--- src/rtl/equiv_pkg.sv ---
// Shared types and constants for the equivalence monitor.
package equiv_pkg;

    // Window controller states.
    typedef enum logic [1:0] {
        IDLE   = 2'd0,
        RUN    = 2'd1,
        REPORT = 2'd2
    } state_t;

    // Default width of the length field and of every counter.
    localparam int CNT_W_DEFAULT = 16;

endpackage

--- src/rtl/equiv_monitor_ctrl_sat_cnt.sv ---
// Next-value logic for a saturating up-counter with synchronous clear.
module sat_cnt #(
    parameter int W = 16
) (
    input  logic [W-1:0] cnt_q,
    input  logic         inc,
    input  logic         clr,
    output logic [W-1:0] cnt_d
);

    // Clear wins over increment; an all-ones count holds instead of wrapping.
    always_comb begin
        cnt_d = cnt_q;
        if (clr) begin
            cnt_d = '0;
        end else if (inc && (cnt_q != '1)) begin
            cnt_d = cnt_q + W'(1);
        end
    end

endmodule

--- src/rtl/equiv_monitor_ctrl.sv ---
// Compares two signals over a timed window, counting matches and mismatches,
// recording the first mismatch index and flagging runs of consecutive misses.
module equiv_monitor_ctrl
    import equiv_pkg::*;
#(
    parameter int WIDTH    = 1,
    parameter int CNT_W    = CNT_W_DEFAULT,
    parameter int MAX_MISS = 2
) (
    input  logic             clk,
    input  logic             rst,
    input  logic             start,
    input  logic             stop,
    input  logic [CNT_W-1:0] len,
    input  logic [WIDTH-1:0] sig_a,
    input  logic [WIDTH-1:0] sig_b,
    output logic             busy,
    output logic             done,
    output logic [CNT_W-1:0] pass_cnt,
    output logic [CNT_W-1:0] fail_cnt,
    output logic [CNT_W-1:0] first_fail,
    output logic             first_fail_vld,
    output logic             error
);

    localparam logic [CNT_W-1:0] MAX_MISS_C = CNT_W'(MAX_MISS);

    state_t           state_q, state_d;
    logic [CNT_W-1:0] len_q, len_d;
    logic [CNT_W-1:0] idx_q, idx_d;
    logic [CNT_W-1:0] pass_q, pass_d;
    logic [CNT_W-1:0] fail_q, fail_d;
    logic [CNT_W-1:0] ff_q, ff_d;
    logic             ffv_q, ffv_d;
    logic             err_q, err_d;
    logic [CNT_W-1:0] run_q, run_d;
    logic             busy_q, busy_d;
    logic             done_q, done_d;
    logic             cnt_clr;
    logic             pass_inc;
    logic             fail_inc;

    sat_cnt #(.W(CNT_W)) u_pass_cnt (
        .cnt_q (pass_q),
        .inc   (pass_inc),
        .clr   (cnt_clr),
        .cnt_d (pass_d)
    );

    sat_cnt #(.W(CNT_W)) u_fail_cnt (
        .cnt_q (fail_q),
        .inc   (fail_inc),
        .clr   (cnt_clr),
        .cnt_d (fail_d)
    );

    // Next-state and datapath: open a window on start, sample each RUN cycle, pulse done in REPORT.
    always_comb begin
        state_d  = state_q;
        len_d    = len_q;
        idx_d    = idx_q;
        ff_d     = ff_q;
        ffv_d    = ffv_q;
        err_d    = err_q;
        run_d    = run_q;
        cnt_clr  = 1'b0;
        pass_inc = 1'b0;
        fail_inc = 1'b0;
        case (state_q)
            IDLE: begin
                if (start) begin
                    cnt_clr = 1'b1;
                    len_d   = len;
                    idx_d   = '0;
                    ff_d    = '0;
                    ffv_d   = 1'b0;
                    err_d   = 1'b0;
                    run_d   = '0;
                    state_d = (len == '0) ? REPORT : RUN;
                end
            end
            RUN: begin
                if (sig_a == sig_b) begin
                    pass_inc = 1'b1;
                    run_d    = '0;
                end else begin
                    fail_inc = 1'b1;
                    if (run_q != '1) begin
                        run_d = run_q + CNT_W'(1);
                    end
                    if (!ffv_q) begin
                        ff_d  = idx_q;
                        ffv_d = 1'b1;
                    end
                    if (run_d >= MAX_MISS_C) begin
                        err_d = 1'b1;
                    end
                end
                idx_d = idx_q + CNT_W'(1);
                if (stop || (idx_q == len_q - CNT_W'(1))) begin
                    state_d = REPORT;
                end
            end
            REPORT: begin
                state_d = IDLE;
            end
            default: begin
                state_d = IDLE;
            end
        endcase
        busy_d = (state_d == RUN);
        done_d = (state_d == REPORT);
    end

    // State and output registers; reset aborts any window without a done pulse.
    always_ff @(posedge clk or posedge rst) begin
        if (rst) begin
            state_q <= IDLE;
            len_q   <= '0;
            idx_q   <= '0;
            pass_q  <= '0;
            fail_q  <= '0;
            ff_q    <= '0;
            ffv_q   <= 1'b0;
            err_q   <= 1'b0;
            run_q   <= '0;
            busy_q  <= 1'b0;
            done_q  <= 1'b0;
        end else begin
            state_q <= state_d;
            len_q   <= len_d;
            idx_q   <= idx_d;
            pass_q  <= pass_d;
            fail_q  <= fail_d;
            ff_q    <= ff_d;
            ffv_q   <= ffv_d;
            err_q   <= err_d;
            run_q   <= run_d;
            busy_q  <= busy_d;
            done_q  <= done_d;
        end
    end

    assign busy           = busy_q;
    assign done           = done_q;
    assign pass_cnt       = pass_q;
    assign fail_cnt       = fail_q;
    assign first_fail     = ff_q;
    assign first_fail_vld = ffv_q;
    assign error          = err_q;

endmodule

--- config.mk ---
export PLATFORM = sky130hd
export DESIGN_NAME = equiv_monitor_ctrl
export DESIGN_NICKNAME = d
export VERILOG_FILES = /design/src/rtl/equiv_pkg.sv /design/src/rtl/equiv_monitor_ctrl_sat_cnt.sv /design/src/rtl/equiv_monitor_ctrl.sv
export SDC_FILE = /design/constraint.sdc
export NUM_CORES = 1
export LEC_CHECK = 0
export CAP_MARGIN = 20
export CORE_ASPECT_RATIO = 2
export CORE_MARGIN = 8
export CORE_UTILIZATION = 45
export CTS_CLUSTER_DIAMETER = 50
export DETAILED_ROUTE_END_ITERATION = 10
export DONT_BUFFER_PORTS = 1
export GPL_TIMING_DRIVEN = 0
export HOLD_SLACK_MARGIN = 0.06
export PLACE_DENSITY = 0.67
export SLEW_MARGIN = 5
export SYNTH_ARGS = -nofsm -noshare
export SYNTH_HDL_FRONTEND = slang
export SYNTH_SLANG_ARGS = --single-unit
--- constraint.sdc ---
create_clock -name clk -period 4.9 [get_ports clk]
set_clock_uncertainty 0.05 [all_clocks]
set_input_delay 0.98 -clock clk [delete_from_list [all_inputs] [get_ports clk]]
set_output_delay 0.98 -clock clk [all_outputs]
set_load 0.005 [all_outputs]
==> summary.md, run 1 <==
| Metric | Value |
|---|---|
| Gpl congestion | 0.928 |
| Critical path class | flip-flop to flip-flop |
| Via density | 6.04 |
| Post-synth EDFFs | 0 |
| Die area | 16700 sq um |
| Max-slew violations | 0 |
| PortBufs | 0 |
| Max cap viols | 0 |
| Worst Setup End Kind | flip-flop |
| Final count of hold timing violations | 0 |
| CP Data Required Time | 5080 ps |
| Ports | 74 |
| Post-synthesis sequential element count | 102 |
| Fillers | 1196 |
| CP peak stage delay | 600 ps |
| RSZ-0062 raised after global routing | false |
| DRT Pass-1 Iters | 5 |
| Syn Inst Count | 633 |
| Total global routing overflow | 0 |
| Synth Cell Area | 5690 sq um |
| CTS Buffer Depth | 2 |
| CP cell instances | clkbuf_1, or4_1, or4_4, xnor2_2, nand4_1, a2111o_1, a22o_1 |
| Synth area leader | dfrtp_1 |
| Met1 usage | 18.5% |
| Root Buffer Master | clkbuf_16 |
| Power density over cell area | 414 nW/um^2 |
| Setup violators final | 0 |
| Sink Count | 102 |
| GR Layer Usage met3 | 5.07% |
| DP Cell Count | 784 |
| Top Usage Layer GRT | met2 |
| DP Worst Slack | 1940 ps |
| Final WL | 15600 um |
| Number of global-route vias before repair | 4871 |
| Layout cell share with drive strength beyond 1 | 5.38% |
| Cell variety after synth | 53 |
| CTS Hold Bufs | 0 |
| CTS Buf Count | 9 |
| Hold Path Class | flip-flop to flip-flop |
| Slew @ Worst Pin | 900 ps |
| CP startpoint kind | flip-flop |
| Syn Nets | 660 |
| CP delay by family, top | simple AND/OR/NAND/NOR gates |
| GRT met2 Usage | 35.1% |
| Via Count | 4828 |
| Final WS setup | 2100 ps |
| Slew margin rel. | 39.5% |
| Ys async rst share | 100% |
| Syn avg cell area | 8.98 sq um |
| Critical path arrival | 2980 ps |
| Antenna Nets Post-Route | 0 |
| PostCTS Resize Cnt | 0 |
| ANT cells | 0 |
| Number of H-tree levels | 3 |
| Post-synthesis sequential area ratio | 44.9% |
| Chip width | 95.5 um |
| Final Non-Filler Cells | 800 |
| Core area | 12500 sq um |
| Number of synthesis warnings | 0 |
| Post-route DRC | 0 |
| Clock latency on the worst-skew pair | 350 ps |
| Final worst-path cycle share | 57.2% |
| Primary FF master, synth | dfrtp_1 |
| Largest net degree at the start of global routing | 55 |
| Setup TNS | 0 ps |
| Max Clock Freq | 357 MHz |
| First-pass GRT wire length | 24800 um |
| Share of the synthesized area in the top cell type | 44.9% |
| Fin crit period | 2800 ps |
| Iteration-0 DRC Markers | 226 |
| Initial Util | 45.5% |
| Top area cells in the synthesized netlist | dfrtp_1, nand2_1, o21ai_0, xnor2_1, a22o_1 |
| Chip Height | 175 um |
| Register Area | 2550 sq um |
| Critical path buffers and inverters | 1 |
| Row cnt | 58 |
| Multi-input logic area | 2880 sq um |
| Leakage | 2.64 nW |
| Peak supply drop | 0.237 mV |
| CP max FO | 8 |
| Fin nets | 672 |
| CTS tree | yes |
| Gr usage total | 19.1% |
| Setup repair bufs after CTS | 0 |
| CP max-delay cell | or4_1 |
| Routed WL per cell | 19.5 um |
| Antenna violations before repair | 0 |
| Clock slew at reported path FFs | 70 ps |
| Area delta synth->final | 9.00% |
| Outcome | completed |
| Detailed Place HPWL | 12000 um |
==> final timing paths <==
check | cells past startpoint | end | slack, ps | from
max in group asynchronous | 2 | pass_cnt[1] | 3550 | rst
min in group asynchronous | 1 | first_fail[4] | 530 | rst
setup reg to reg | 7 | busy | 2100 | len_q[8]
hold / removal | 2 | len_q[15] | 450 | len_q[15]
hold reg to reg | 2 | len_q[15] | 450 | len_q[15]
setup / recovery | 7 | busy | 2100 | len_q[8]
==> where the power goes <==
| part | total, mW | leakage [nW] | switching (mW) | internal, mW |
|---|---|---|---|---|
| clock network | 0.704 | 0.144 | 0.338 | 0.366 |
| logic | 0.760 | 1.11 | 0.455 | 0.306 |
| registers | 1.10 | 1.38 | 0.149 | 0.951 |
==> Yosys cell counts, types with 11 or more instances <==
cell type,number
nor4_1,11
xor2_1,17
o21ai_0,44
and3_1,11
mux2i_1,12
dfrtp_1,102
and4_1,11
nand2_1,92
a31oi_1,11
clkbuf_1,42
a21oi_1,15
nand4_1,20
nand3_1,32
a22o_1,21
nor3_1,12
nor2_1,47
xnor2_1,25
==> placed cells by master (no fill, tap or decap), drive strengths merged, types with 17 or more instances in the layout <==
cell    Yosys  final
nor2       47     47
nand2      92     92
nand4      20     20
o21ai      46     46
nand3      32     32
xor2       17     17
a22o       21     21
xnor2      26     26
clkbuf     42     52
dfrtp     102    102
==> through the flow <==
stage | total power [mW] | hold WS, ps | cell area, sq um | utilization [%]
global route | 2.72 | 499 | 6200 | 49.6
CTS | 2.58 | 456 | 6200 | 49.6
floorplan | 1.65 | 415 | 5690 | -
detailed placement | 1.88 | 439 | 5910 | 47.3
finish | 2.56 | 451 | 6200 | 49.6
global placement | 1.85 | 441 | 5870 | 47.1
==> sequential cells by signal, indices dropped and copies added (netlist names) <==
name / cells
run_q: 16
first_fail: 16
busy: 1
fail_cnt: 16
first_fail_vld: 1
state_q: 2
len_q: 16
pass_cnt: 16
done: 1
error: 1
idx_q: 16
==> logic make-up after synthesis <==
kind of cell    count (synthesis)  share of synthesized area [%]
simple gates                  276                           24.4
compound gates                133                           15.5
flops                         102                           44.9
buf+inv                        59                           4.49
xor+xnor                       44                           7.15
mux                            14                           2.51
fa+ha+maj                       5                           1.10
==> metal layers <==
metal | share of wire [%] | vias to the layer above
met5 | 0 | -
met4 | 3.5 | 0
met3 | 5.2 | 39
met2 | 56 | 122
met1 | 35 | 2357
li1 | - | 2310
==> tightest hold or removal path, stage by stage (launching register included) <==
cell	delay (ps)
dfrtp_1	360
nand2_1	50
nand2_1	60
==> final cells by class <==
cell class | instances | share of cell area, %
Multi-Input combinational cell | 472 | 46.5
Sequential cell | 102 | 41.2
Clock buffer | 10 | 3.86
Buffer | 49 | 3.51
Tap cell | 150 | 3.03
Clock inverter | 6 | 0.787
Inverter | 10 | 0.646
Timing Repair Buffer | 1 | 0.444
No activity file was read; power rests on OpenSTA's default activity.
==> run 2, diff against run 1 <==
clock period = 2.71 ns   (was 4.9 ns; I/O delays follow)
==> run 2 against run 1 <==
Effect of this change: via count grew 2.2%; cell count grew 0.25%; critical path depth is the same; register-to-register slack lost 2000 ps.
==> summary.md, run 2 (synthesized netlist as in run 1, its figures left out) <==
| Metric | Value |
|---|---|
| Initial Util | 45.5% |
| Via density | 6.15 |
| Largest net degree at the start of global routing | 45 |
| Via Count | 4932 |
| Critical path class | flip-flop to flip-flop |
| Power density over cell area | 762 nW/um^2 |
| Final count of hold timing violations | 0 |
| Clock slew at reported path FFs | 70 ps |
| CTS tree | yes |
| Multi-input logic area | 2950 sq um |
| Final worst-path cycle share | 97.9% |
| Final Non-Filler Cells | 802 |
| CTS Buffer Depth | 2 |
| Commonest cells after routing, fill and taps aside | dfrtp_1, nand2_1, nor2_1 |
| Row cnt | 58 |
| DP Cell Count | 785 |
| CP Data Required Time | 2890 ps |
| Chip Height | 175 um |
| Area delta synth->final | 11.6% |
| Worst Setup End Kind | flip-flop |
| Reg-to-reg endpoint | state_q[0] |
| Core area | 12500 sq um |
| Worst reg2reg startpoint | len_q[4] |
| Layout cell share with drive strength beyond 1 | 8.13% |
| Number of global-route vias before repair | 5140 |
| Register Area | 2550 sq um |
| CP startpoint kind | flip-flop |
| Slew @ Worst Pin | 773 ps |
| Antenna violations before repair | 0 |
| CP max-delay cell | or4_4 |
| ANT cells | 0 |
| Fillers | 1149 |
| Cell mode on critical path | buf_6 |
| Max Clock Freq | 377 MHz |
| First-pass GRT wire length | 25600 um |
| Chip width | 95.5 um |
| Design Area, Final | 6340 sq um |
| Fin nets | 674 |
| CP cell instances | buf_6, or4_4, buf_6, or3_4, o31a_1, a2111o_1, a22o_1 |
| CP max FO | 9 |
| Die area | 16700 sq um |
| Peak supply drop | 0.437 mV |
| Slew margin rel. | 48.0% |
| DRT Pass-1 Iters | 5 |
| Routed WL per cell | 20.1 um |
| Detailed Place HPWL | 12200 um |
| Number of H-tree levels | 3 |
| Leakage | 2.72 nW |
| Final worst hold slack | 52.5 ps |
| Sink Count | 102 |
| PortBufs | 0 |
| Clock latency on the worst-skew pair | 350 ps |
| Max cap viols | 0 |
| Fin crit period | 2650 ps |
| Setup violators final | 0 |
| Final WS setup | 55.7 ps |
| DP Worst Slack | -49.2 ps |
| Gpl congestion | 0.930 |
| Max-slew violations | 0 |
| Area after DPL | 5920 sq um |
| Hold Path Class | input pin to asynchronous set/reset pin |
| Post-route DRC | 0 |
| CP delay by family, top | compound AO/OA/AOI/OAI gates |
| CTS Buf Count | 9 |
| Final WL | 16100 um |
| Commonest non-fill, non-tap cell in the layout | dfrtp_1 |
| Critical path buffers and inverters | 2 |
| Total global routing overflow | 0 |
| Root Buffer Master | clkbuf_16 |
| CP peak stage delay | 540 ps |
| Gr usage total | 19.6% |
| Antenna Nets Post-Route | 0 |
| Ports | 74 |
| Register-to-register setup slack | 60 ps |
| Iteration-0 DRC Markers | 182 |
| CTS Hold Bufs | 0 |
| Outcome | completed |
| Critical path arrival | 2830 ps |
| Reg2Reg Depth | 7 |
| WP depth | 7 |
run 2: report_power, final:
group,switching (mW),internal [mW]
clock,0.609,0.759
combinational,0.853,0.612
sequential,0.280,1.72
run 2: repair_timing:
| item | in CTS | in global routing |
|---|---|---|
| resized for setup | 4 | 14 |
| setup buffers | 4 | 2 |
| pin swaps | 6 | 5 |
| cloned | 0 | 0 |
| setup endpoints to repair | 3 | 8 |
run 2: worst register-to-register path: stages (launching register included):
cell and delay [ps]:
dfrtp_1 380, buf_6 140, or4_4 550, buf_6 150
or3_4 340, o31a_1 240, a2111o_1 470, a22o_1 220
run 2: metal layers:
metal / routed length [um] / up-vias / track usage [%]
met4: 888 / 0 / 12.3
li1: - / 2304 / -
met3: 878 / 62 / 3.61
met1: 5480 / 2389 / 18.9
met2: 8850 / 177 / 36.1
met5: 0 / - / 0
run 2: worst max-delay path by stage:
stage,startpoint,to,slack (ps)
6_report,len_q[4],state_q[0],60
5_1_grt,len_q[8],state_q[0],-7
4_1_cts,len_q[7],state_q[0],-20
3_5_place_dp,run_q[0],error,-50
3_3_place_gp,run_q[14],run_q[0],-190
2_1_floorplan,len_q[3],busy,150
run 2: stage by stage:
| stage | power, mW | util [%] | setup TNS, ps |
|---|---|---|---|
| floorplan | 2.98 | - | 0 |
| global placement | 3.33 | 47.1 | -681 |
| detailed placement | 3.40 | 47.5 | -136 |
| CTS | 4.80 | 50.3 | -21.7 |
| global route | 5.09 | 50.8 | -7.08 |
| finish | 4.83 | 50.8 | 0 |
run 2: area by class of cell:
type	count	area share, %
clock buffers	10	3.77
multi-input cells	472	46.5
well taps	150	2.96
repair buffers	8	1.60
inverters	10	0.651
clock inverters	6	1.20
flip-flops and latches	102	40.3
plain buffers	44	3.04
==> run 3, diff against run 2 <==
CORE_MARGIN = 2   (was 8)
PLACE_DENSITY = 0.69   (was 0.67)
clock period = 2.3 ns   (was 2.71 ns; I/O delays follow)
==> run 3 against run 2 <==
Effect of this change: the run now ends with negative setup slack left; sequential share of layout area is 0.67 points lower; flip-flop and latch count stayed put; first-iteration DRC count is 79% higher.
==> summary.md, run 3 (synthesized netlist as in run 1, its figures left out) <==
| Metric | Value |
|---|---|
| Initial Util | 45.5% |
| Hold Path Class | input pin to flip-flop |
| Number of H-tree levels | 3 |
| Clock latency on the worst-skew pair | 350 ps |
| DP Cell Count | 786 |
| Final WL | 15300 um |
| Power density over cell area | 871 nW/um^2 |
| Ports | 74 |
| RSZ-0062 raised after global routing | true |
| Chip width | 83.5 um |
| CTS tree | yes |
| Leakage | 2.76 nW |
| Fin crit period | 2570 ps |
| Reg-to-reg endpoint | busy |
| Hold Crit Depth | 2 |
| Commonest non-fill, non-tap cell in the layout | dfrtp_1 |
| Gr usage total | 22.6% |
| Reg2Reg Depth | 6 |
| Design Area, Final | 6460 sq um |
| Peak supply drop | 0.478 mV |
| Via Count | 4963 |
| Antenna Nets Post-Route | 0 |
| HP Start | len[14] |
| CP Data Required Time | 2470 ps |
| Total global routing overflow | 0 |
| Slew margin rel. | 59.1% |
| Layout cell share with drive strength beyond 1 | 12.8% |
| Worst Hold End | len_q[14] |
| Detailed Place HPWL | 11300 um |
| Fin nets | 680 |
| Chip Height | 163 um |
| Worst reg2reg startpoint | len_q[8] |
| Final Non-Filler Cells | 808 |
| Register-to-register setup slack | -270 ps |
| Max Clock Freq | 389 MHz |
| CP max FO | 4 |
| Post-route DRC | 0 |
| Violated checks | negative setup slack |
| Clock slew at reported path FFs | 70 ps |
| Final count of hold timing violations | 0 |
| Worst Setup End Kind | flip-flop |
| First-pass GRT wire length | 24500 um |
| Antenna violations before repair | 0 |
| Critical path arrival | 2750 ps |
| Via density | 6.14 |
| Area delta synth->final | 13.6% |
| CTS Buffer Depth | 2 |
| Root Buffer Master | clkbuf_16 |
| Iteration-0 DRC Markers | 326 |
| Sink Count | 102 |
| Largest net degree at the start of global routing | 41 |
| Core area | 12500 sq um |
| Outcome | finished, violations left |
| Routed WL per cell | 18.9 um |
| Die area | 13600 sq um |
| Gpl congestion | 0.903 |
| Max cap viols | 0 |
| CTS Buf Count | 9 |
| Row cnt | 58 |
| Setup TNS | -1020 ps |
| Critical path class | flip-flop to flip-flop |
| DRT Pass-1 Iters | 5 |
| Final worst-path cycle share | 112% |
| Final WS setup | -271 ps |
| Commonest cells after routing, fill and taps aside | dfrtp_1, nand2_1, nor2_1 |
| Setup violators final | 4 |
| Number of global-route vias before repair | 4978 |
| Area after DPL | 5920 sq um |
| Final core utilization | 51.8% |
| ANT cells | 0 |
| PortBufs | 0 |
| CP startpoint kind | flip-flop |
| Max-slew violations | 0 |
| Slew @ Worst Pin | 614 ps |
[run 3: changes by cell type in the layout (fill, tap and decap cells not counted), moves of 2 or more]
cell and delta:
ha_1 -2, a31oi_4 +2, clkbuf_2 +2, buf_4 +16
dfrtp_1 -3, dfrtp_2 +3, clkbuf_1 -12
[run 3: per-stage QoR]
stage	setup slack, ps	power [mW]	hold slack (ps)
2_1_floorplan	-259	3.51	415
3_3_place_gp	-554	3.91	465
3_5_place_dp	-448	3.98	370
4_1_cts	-328	5.56	157
5_1_grt	-328	5.96	156
6_report	-271	5.63	167
[run 3: cell type report]
class	count	area, sq um
Sequential cell	102	2560
Timing Repair Buffer	24	204
Multi-Input combinational cell	472	3030
Fill cell	1159	6020
Tap cell	150	188
Buffer	34	158
Clock inverter	7	56.3
Clock buffer	9	225
Inverter	10	41.3
[run 3: worst max-delay path by stage]
| stage | cells past startpoint | from | endpoint | slack, ps |
|---|---|---|---|---|
| 3_3_place_gp | 5 | run_q[13] | run_q[0] | -550 |
| 6_report | 6 | len_q[8] | busy | -270 |
| 3_5_place_dp | 7 | len_q[8] | busy | -450 |
| 4_1_cts | 6 | len_q[8] | busy | -330 |
| 5_1_grt | 6 | len_q[8] | state_q[0] | -330 |
| 2_1_floorplan | 8 | len_q[3] | busy | -260 |
[run 3: timing repair]
item,CTS,global route
endpoints found under the hold margin,24,0
gates resized for setup,20,20
setup buffers,12,8
hold buffers,1,0
pin swaps,10,8
cloned,0,0
endpoints found under the setup margin,35,33
[run 3: report_power, final]
group	switching (mW)	internal (mW)
Combinational	1.03	0.791
Clock	0.707	0.748
Sequential	0.321	2.03
Total	2.06	3.57
[run 3: per-layer routing]
layer,vias up,share of wire (%),global-route usage [%],wire length (um)
li1,2313,-,-,-
met1,2449,36,22.4,5440
met2,154,56,43.3,8560
met3,47,4.0,4.76,610
met4,0,4.4,11.9,671
met5,-,0,0,0
[run 3: worst max-delay path: stages, from the launching register on]
cell      delay [ps]
dfrtp_2          400
or4_4            570
or4_4            550
xnor2_2          150
nand4_1          100
a2111o_1         420
a22o_1           220
